[config.mk]
export PLATFORM = sky130hd
export DESIGN_NAME = vscale_hasti_bridge_master
export DESIGN_NICKNAME = d
export VERILOG_FILES = /design/src/rtl/vscale_hasti_bridge_master.sv
export SDC_FILE = /design/constraint.sdc
export NUM_CORES = 1
export LEC_CHECK = 0
export ABC_AREA = 1
export CAP_MARGIN = 10
export CELL_PAD_IN_SITES_DETAIL_PLACEMENT = 1
export CELL_PAD_IN_SITES_GLOBAL_PLACEMENT = 1
export CORE_ASPECT_RATIO = 1.1
export CORE_MARGIN = 3
export CORE_UTILIZATION = 25
export CTS_CLUSTER_SIZE = 20
export DETAILED_ROUTE_END_ITERATION = 8
export DONT_BUFFER_PORTS = 1
export PLACE_DENSITY_LB_ADDON = 0.1
export SLEW_MARGIN = 20
export SYNTH_ARGS = -nofsm -noshare
export SYNTH_HDL_FRONTEND = slang
export SYNTH_SLANG_ARGS = --single-unit
[constraint.sdc]
create_clock -name hclk -period 1.5 [get_ports hclk]
set_input_delay 0.3 -clock hclk [delete_from_list [all_inputs] [get_ports hclk]]
set_output_delay 0.3 -clock hclk [all_outputs]
set_load 0.01 [all_outputs]
[src/rtl/vscale_hasti_bridge_master.sv]
// HASTI (AHB-lite) initiator: turns a valid/ready request stream into
// pipelined single transfers and returns a registered one-cycle response
// per accepted request, with byte-lane steering and error accounting.
module vscale_hasti_bridge_master #(
   parameter logic [3:0] HPROT    = 4'b0011,
   parameter int          ERRCNT_W = 16
) (
   input  logic                hclk,
   input  logic                hresetn,
   // client request stream
   input  logic                req_valid,
   output logic                req_ready,
   input  logic [31:0]         req_addr,
   input  logic                req_write,
   input  logic [2:0]          req_size,
   input  logic [31:0]         req_wdata,
   // registered response strobe
   output logic                resp_valid,
   output logic                resp_write,
   output logic                resp_err,
   output logic [31:0]         resp_rdata,
   output logic [ERRCNT_W-1:0] err_count,
   // HASTI master port
   output logic [31:0]         haddr,
   output logic                hwrite,
   output logic [2:0]          hsize,
   output logic [2:0]          hburst,
   output logic                hmastlock,
   output logic [3:0]          hprot,
   output logic [1:0]          htrans,
   output logic [31:0]         hwdata,
   input  logic [31:0]         hrdata,
   input  logic                hready,
   input  logic                hresp,
   // FSM state for observation
   output logic [1:0]          dbg_state
);

   // Handshake: a request transfers on a rising hclk edge where
   // req_valid && req_ready; the client holds it stable until then.
   // Responses are a one-cycle resp_valid strobe with no backpressure.

   localparam logic [1:0] HTRANS_IDLE   = 2'b00;
   localparam logic [1:0] HTRANS_NONSEQ = 2'b10;

   typedef enum logic [1:0] {
      S_IDLE = 2'd0,
      S_DATA = 2'd1,
      S_ERR  = 2'd2
   } state_e;

   state_e               state_q, state_d;
   logic                 aligned;
   logic                 accept;
   logic                 complete;
   logic                 complete_err;
   logic [31:0]          wdata_rep;
   logic [31:0]          rdata_shifted;
   logic [31:0]          rdata_steered;
   logic [31:0]          resp_rdata_d;

   logic [1:0]           dp_addr_q;
   logic [2:0]           dp_size_q;
   logic                 dp_write_q;
   logic                 dp_misaligned_q;
   logic [31:0]          dp_wdata_q;

   logic                 resp_valid_q;
   logic                 resp_write_q;
   logic                 resp_err_q;
   logic [31:0]          resp_rdata_q;
   logic [ERRCNT_W-1:0]  err_count_q;

   // Natural alignment check; sizes above word are treated as word.
   always_comb begin
      case (req_size)
         3'd0:    aligned = 1'b1;
         3'd1:    aligned = ~req_addr[0];
         default: aligned = (req_addr[1:0] == 2'b00);
      endcase
   end

   // The second ERROR cycle blocks new address phases, so the pending
   // request stays with the client until the error has completed.
   assign req_ready = hresetn & hready & (state_q != S_ERR);
   assign accept    = req_valid & req_ready;

   // Address phase passes straight through; misaligned requests never
   // reach the bus and are faulted locally in their data phase.
   assign haddr     = req_addr;
   assign hwrite    = req_write;
   assign hsize     = req_size;
   assign htrans    = (hresetn && req_valid && aligned && (state_q != S_ERR))
                      ? HTRANS_NONSEQ : HTRANS_IDLE;
   assign hburst    = 3'b000;
   assign hmastlock = 1'b0;
   assign hprot     = HPROT;
   assign hwdata    = dp_wdata_q;

   // Replicate narrow write data across all byte lanes.
   always_comb begin
      case (req_size)
         3'd0:    wdata_rep = {4{req_wdata[7:0]}};
         3'd1:    wdata_rep = {2{req_wdata[15:0]}};
         default: wdata_rep = req_wdata;
      endcase
   end

   // Next-state logic and data-phase completion detection.
   always_comb begin
      state_d      = state_q;
      complete     = 1'b0;
      complete_err = 1'b0;
      case (state_q)
         S_IDLE: begin
            if (accept) state_d = S_DATA;
         end
         S_DATA: begin
            if (hready) begin
               complete     = 1'b1;
               complete_err = hresp | dp_misaligned_q;
               state_d      = accept ? S_DATA : S_IDLE;
            end else if (hresp) begin
               state_d = S_ERR;
            end
         end
         S_ERR: begin
            // second cycle of a two-cycle ERROR: always an error completion
            if (hready) begin
               complete     = 1'b1;
               complete_err = 1'b1;
               state_d      = S_IDLE;
            end
         end
         default: state_d = S_IDLE;
      endcase
   end

   // Read steering: move the addressed lane to bit 0 and trim to size.
   always_comb begin
      rdata_shifted = hrdata >> {dp_addr_q, 3'b000};
      case (dp_size_q)
         3'd0:    rdata_steered = {24'd0, rdata_shifted[7:0]};
         3'd1:    rdata_steered = {16'd0, rdata_shifted[15:0]};
         default: rdata_steered = rdata_shifted;
      endcase
      resp_rdata_d = (complete && !complete_err && !dp_write_q) ? rdata_steered : 32'd0;
   end

   // State register.
   always_ff @(posedge hclk or negedge hresetn) begin
      if (!hresetn) state_q <= S_IDLE;
      else          state_q <= state_d;
   end

   // Data-phase registers, loaded when a request is accepted.
   always_ff @(posedge hclk or negedge hresetn) begin
      if (!hresetn) begin
         dp_addr_q       <= 2'd0;
         dp_size_q       <= 3'd0;
         dp_write_q      <= 1'b0;
         dp_misaligned_q <= 1'b0;
         dp_wdata_q      <= 32'd0;
      end else if (accept) begin
         dp_addr_q       <= req_addr[1:0];
         dp_size_q       <= req_size;
         dp_write_q      <= req_write;
         dp_misaligned_q <= ~aligned;
         dp_wdata_q      <= wdata_rep;
      end
   end

   // Registered response strobe and saturating error counter.
   always_ff @(posedge hclk or negedge hresetn) begin
      if (!hresetn) begin
         resp_valid_q <= 1'b0;
         resp_write_q <= 1'b0;
         resp_err_q   <= 1'b0;
         resp_rdata_q <= 32'd0;
         err_count_q  <= '0;
      end else begin
         resp_valid_q <= complete;
         resp_write_q <= complete & dp_write_q;
         resp_err_q   <= complete & complete_err;
         resp_rdata_q <= resp_rdata_d;
         if (complete && complete_err && (err_count_q != {ERRCNT_W{1'b1}}))
            err_count_q <= err_count_q + {{(ERRCNT_W-1){1'b0}}, 1'b1};
      end
   end

   assign resp_valid = resp_valid_q;
   assign resp_write = resp_write_q;
   assign resp_err   = resp_err_q;
   assign resp_rdata = resp_rdata_q;
   assign err_count  = err_count_q;
   assign dbg_state  = state_q;

endmodule

# After elaboration in Yosys (flattened, before gate mapping)
# Cells that the tools add are included.
word_totals:
  register_bits: 92
  in_bits: 105
  output_inout_bits: 132
  wordCells: 60
op_classes:
  addsub: 1
  eq_ne: 9
  shift: 1
  muxes: 15
  bitwise: 8
  reduce_logical: 15
ops:
  columns: ["cell", "n"]
  rows:
  - ["case mux 32 bit (2 select lines)", 2]
  - ["two-way mux 32 bit", 1]
  - [">> shifter 32 x 5 -> 32 bit", 1]
  - ["adder 16 x 1 -> 16 bit, second input constant", 1]
  - ["!= test 16 bit, second input constant", 1]
  - ["two-way mux 2 bit", 5]
  - ["logical AND 1 bit", 7]
  - ["equality test 3 x 1 -> 1 bit, second input constant", 2]
  - ["zero test 3 bit", 2]
  - ["!= test 2 bit, second input constant", 3]
  - ["case mux 2 bit (3 select lines)", 1]
  - ["AND 1 bit", 5]
  - ["zero test 2 bit", 2]
  - ["two-way mux 1 bit", 4]
  - ["case mux 1 bit (2 select lines)", 2]
  - ["!= test 3 bit, second input constant", 1]
  - ["AND reduction 3 bit", 1]
  - ["equality test 2 x 1 -> 1 bit, second input constant", 1]
  - ["equality test 2 bit, second input constant", 1]
  - ["zero test 1 bit", 2]
  - ["inverter 1 bit", 2]
  - ["OR reduction 2 bit", 1]
  - ["bitwise OR 1 bit", 1]

# Depth between registers and ports, before layout
logic_depth:
  word_depth: 7
  ltp_mapped: 10
  ltp_nobuf: 9

# Worst setup path before layout
# OpenSTA, ideal clock, no wires.
synth_timing:
  kind: "reg-to-reg"
  startpoint: "register state_q[0] (netlist: dbg_state[0])"
  endpoint: "register dp_wdata_q[24] (netlist: hwdata[24])"
  setup_ps: 128
  t_arrival_ps: 1413
  required_time_ps: 1372
  slack_ps: -41
  path_stages_with_launch: 8
  path_buffers: 1
  period_less_slack_ps: 1541
  cell_sequence: "dfrtp_1 inv_1 ha_1 nor2_2 nand2_2 clkbuf_1 a21oi_1 a31oi_1"
synth_between:
  elab_chain_cells: 3
synth_rtl:
  columns: ["element", "line", "text"]
  rows:
  - ["start, declared", "52", "state_e state_q, state_d;"]
  - ["start signal, assigned", "153", "else state_q <= state_d;"]
  - ["!= test 2 bit", "85", "assign req_ready = hresetn & hready & (state_q != S_ERR);"]
  - ["AND 1 bit", "85", null]
  - ["net req_ready", "12", "output logic req_ready,"]
  - ["AND 1 bit", "86", "assign accept = req_valid & req_ready;"]
  - ["end signal, assigned", "169", "dp_wdata_q <= wdata_rep;"]
  - ["end, declared", "66", "logic [31:0] dp_wdata_q;"]
# The timed path passes the listed nets, and every way through them passes these cells.
# A chain may end at the register's enable or synchronous reset.

# Worst setup path after layout
layout_timing:
  startpoint: "register state_q[1] (netlist: dbg_state[1])"
  endpoint: "output port htrans[1]"
layout_between:
  elab_chain_cells: 3
layout_rtl:
  columns: ["element", "line", "text"]
  rows:
  - ["!= test 2 bit", "93", "assign htrans = (hresetn && req_valid && aligned && (state_q != S_ERR))"]
  - ["logical AND 1 bit", "93", null]
  - ["two-way mux 2 bit", "94", "? HTRANS_NONSEQ : HTRANS_IDLE;"]
  - ["end, declared", "30", "output logic [1:0] htrans,"]
# Every way passes these cells.

==> results.cfg <==
[logic_synthesis]
synth_area_per_cell_um2 = 7.99
synth_area_leaders = dfrtp_1 (48%), nand2_1 (15%), buf_4 (7.3%)
syn_area_um2 = 4840
synth_cells = 606
yosysWarningCount = 0
synth_top_area_share_pct = 47.5
ys_seq_elements = 92
synth-seq-area-share_pct = 47.5
synth.distinct_cells = 33
yosysTopAreaCell = dfrtp_1

[place]
hpwl_um = 11600
postPlaceCellArea_um2 = 5210
place_inst = 843
gp_congestion = 0.739
pre_cts_ws_ps = -117
numPortBuffers = 0

[cts]
root_buffer = clkbuf_16
htreeDepth = 3
cts_buffers = 9
cts_buffer_depth = 2
clk_latency_ps = 350
cts_sinks = 92
clk_transition_reported_paths_ps = 70
cts_tree = done

[timing]
finalSetupViolations = 89
finalCritPeriodShare_pct = 115
drv_slew = 0
hold_slack_ps = -361
post-route-min-period_ps = 1720
rsz0062_at_grt = true
fmax_mhz = 582
hold_viol = 92
layout_setup_ws_ps = -218
fin_skew_ps = 10.1

[finish]
num_antenna_cells = 0
drive_above_1_share_pct = 32.4
n_fill_cell = 2149
final_cells = 888
num-nets-final = 750
design_area_um2 = 6550
area_growth_pct = 35.3

[floorplanning]
die-width_um = 139
core_um2 = 18700
die_h_um = 152
rows = 52
start_util_pct = 25.9
dieArea_um2 = 21100
io_pins = 237

[critical_path]
crit_path_start_kind = flop
path_common_cell = buf_6
cp.required_ps = 1200
critPathCaptureType = output port
critPathBufInv = 3
cp_slowest_cell = dfrtp_1
crit_fanout = 2
crit_chain = buf_6 > ha_4 > buf_6 > nor3_4 > buf_6
cp_top_family = flip-flops
cp.arrival_ps = 1420
critical_path_class = reg -> out
slowest_delay_ps = 390

[global_route]
grt_use_total_pct = 15.8
grt_first_pass_wirelength_um = 26500
grt_pass1_vias = 4656
grt_overflow = 0
antenna_found_initial = 0
grt_max_degree = 95

[run]
max_cap_violations = 0

[outcome]
status = finished, violations left
violations = negative hold slack, negative setup slack

[drt]
drt_iter0_drc = 103
viasPerCell = 4.71
wirelength_um = 16900
vias = 4184
drt-pass1-iter-count = 4
drtAntennaViolNets = 0
wire_per_inst_um = 19.0
drc = 0

[power_and_ir_drop]
p_leak_nw = 3.04
p_per_area_nw_per_um2 = 1460
max-vdd-ir-drop_mv = 0.550

[min_path]
hp-class = in -> async
==> metal layers <==
layer	track usage [%]	vias up	share of wire, %
li1	-	1959	-
met1	17.7	2060	38
met2	27.5	142	51
met3	6.54	23	9.0
met4	4.66	0	1.9
met5	0	-	0
==> flip-flops by register name, summed over array words and instances, names as in the netlist <==
| signal | count |
|---|---|
| hwdata | 32 |
| resp_rdata | 32 |
| err_count | 16 |
| dp_size_q | 3 |
| dbg_state | 2 |
| dp_addr_q | 2 |
| dp_misaligned_q | 1 |
| dp_write_q | 1 |
| resp_err | 1 |
| resp_valid | 1 |
| resp_write | 1 |
==> cell usage in the layout, fill, tap and decap left out, types with 3 or more instances in the layout <==
master	count
a21oi_1	8
a21oi_4	3
a22o_1	7
a31oi_1	9
buf_12	12
buf_16	6
buf_4	44
buf_6	17
buf_8	5
clkbuf_16	10
conb_1	9
dfrtp_1	92
ha_4	4
inv_1	28
inv_2	4
nand2_1	165
nand2_2	28
nand2_4	7
nand3_1	21
nand4_1	4
nor2_1	36
nor2_2	8
nor2_4	17
nor3_4	6
nor3b_2	7
o21ai_0	23
o21ai_1	20
o21ai_2	13
xnor2_1	5
==> final cells by class <==
cell class              instances  area, um^2  area share (%)
multi-input cells             418        2480            37.9
flip-flops and latches         92        2300            35.1
repair buffers                 85        1030            15.7
well taps                     243         304            4.64
clock buffers                  11         233            3.55
inverters                      34         143            2.18
clock inverters                 5        60.1           0.917
==> cell usage after synthesis <==
cell and number:
buf_2 10, nor3_1 9, o21ai_0 50, o21ai_1 5, nor2_1 55, nor3b_1 4
ha_1 5, nand4_1 4, clkbuf_1 9, inv_1 30, a21oi_2 1, nand3b_1 2
nor2_2 6, a31oi_1 9, o21ai_2 2, xor2_1 1, a22o_1 7, xnor2_1 5
nand2_2 4, inv_2 4, or2_2 1, buf_6 4, conb_1 2, buf_4 47
o22ai_1 1, a21oi_1 12, nand2_4 1, nand3_2 1, nand3_1 21, o211ai_1 1
dfrtp_1 92, nand2_1 196, nor3b_2 5
==> worst reg2reg max path: cells and delay by family, from the launching register on <==
family / cells / cell delay (ps)
adder cells (fa/ha/maj): 1 / 160
AND/OR/NAND/NOR: 2 / 240
flip-flops: 1 / 390
buffers and inverters: 4 / 580
AO/OA/AOI/OAI: 2 / 210
==> through the flow <==
step                      total power [mW]  util [%]  setup TNS [ps]
after floorplan                       5.05         -               0
after global placement                5.83      27.9            -675
after global routing                  10.2      35.1          -15590
after detailed placement              5.91      27.9           -2730
final                                 9.60      35.1           -8630
after CTS                             9.36      33.7           -8330
==> path summary, 6_finish.rpt <==
check	slack (ps)	depth (start not counted)	end	from
max	-220	5	htrans[1]	dbg_state[1]
max reg2reg	-170	9	hwdata[28]	dbg_state[1]
min	-360	0	resp_rdata[22]	hresetn
min reg2reg	500	2	dp_size_q[0]	dp_size_q[0]
max in group asynchronous	1700	0	hwdata[31]	hresetn
min in group hclk	70	2	hwdata[2]	req_wdata[2]
==> power breakdown <==
part	total (mW)	internal, mW	switching (mW)
Clock	2.37	1.30	1.07
Sequential	3.57	2.97	0.602
Combinational	3.65	1.69	1.97
Total	9.60	5.96	3.63
==> what timing repair did <==
action                                  CTS  global route
endpoints found under the hold margin    92            92
resized for setup                       117            81
pin swaps                                14            29
buffers inserted                         20             5
cloned                                    9             1
endpoints found under the setup margin   69            94
==> logic make-up after synthesis <==
| family | share of synthesized area (%) |
|---|---|
| buffers and inverters | 12.6 |
| xor gates and xnor gates | 1.09 |
| DFF | 47.5 |
| other | 0.155 |
| adders and majority gates | 1.29 |
| AOI/OAI and AO/OA | 10.2 |
| and+or+nand+nor | 27.2 |
No activity file was read; power rests on OpenSTA's default activity.
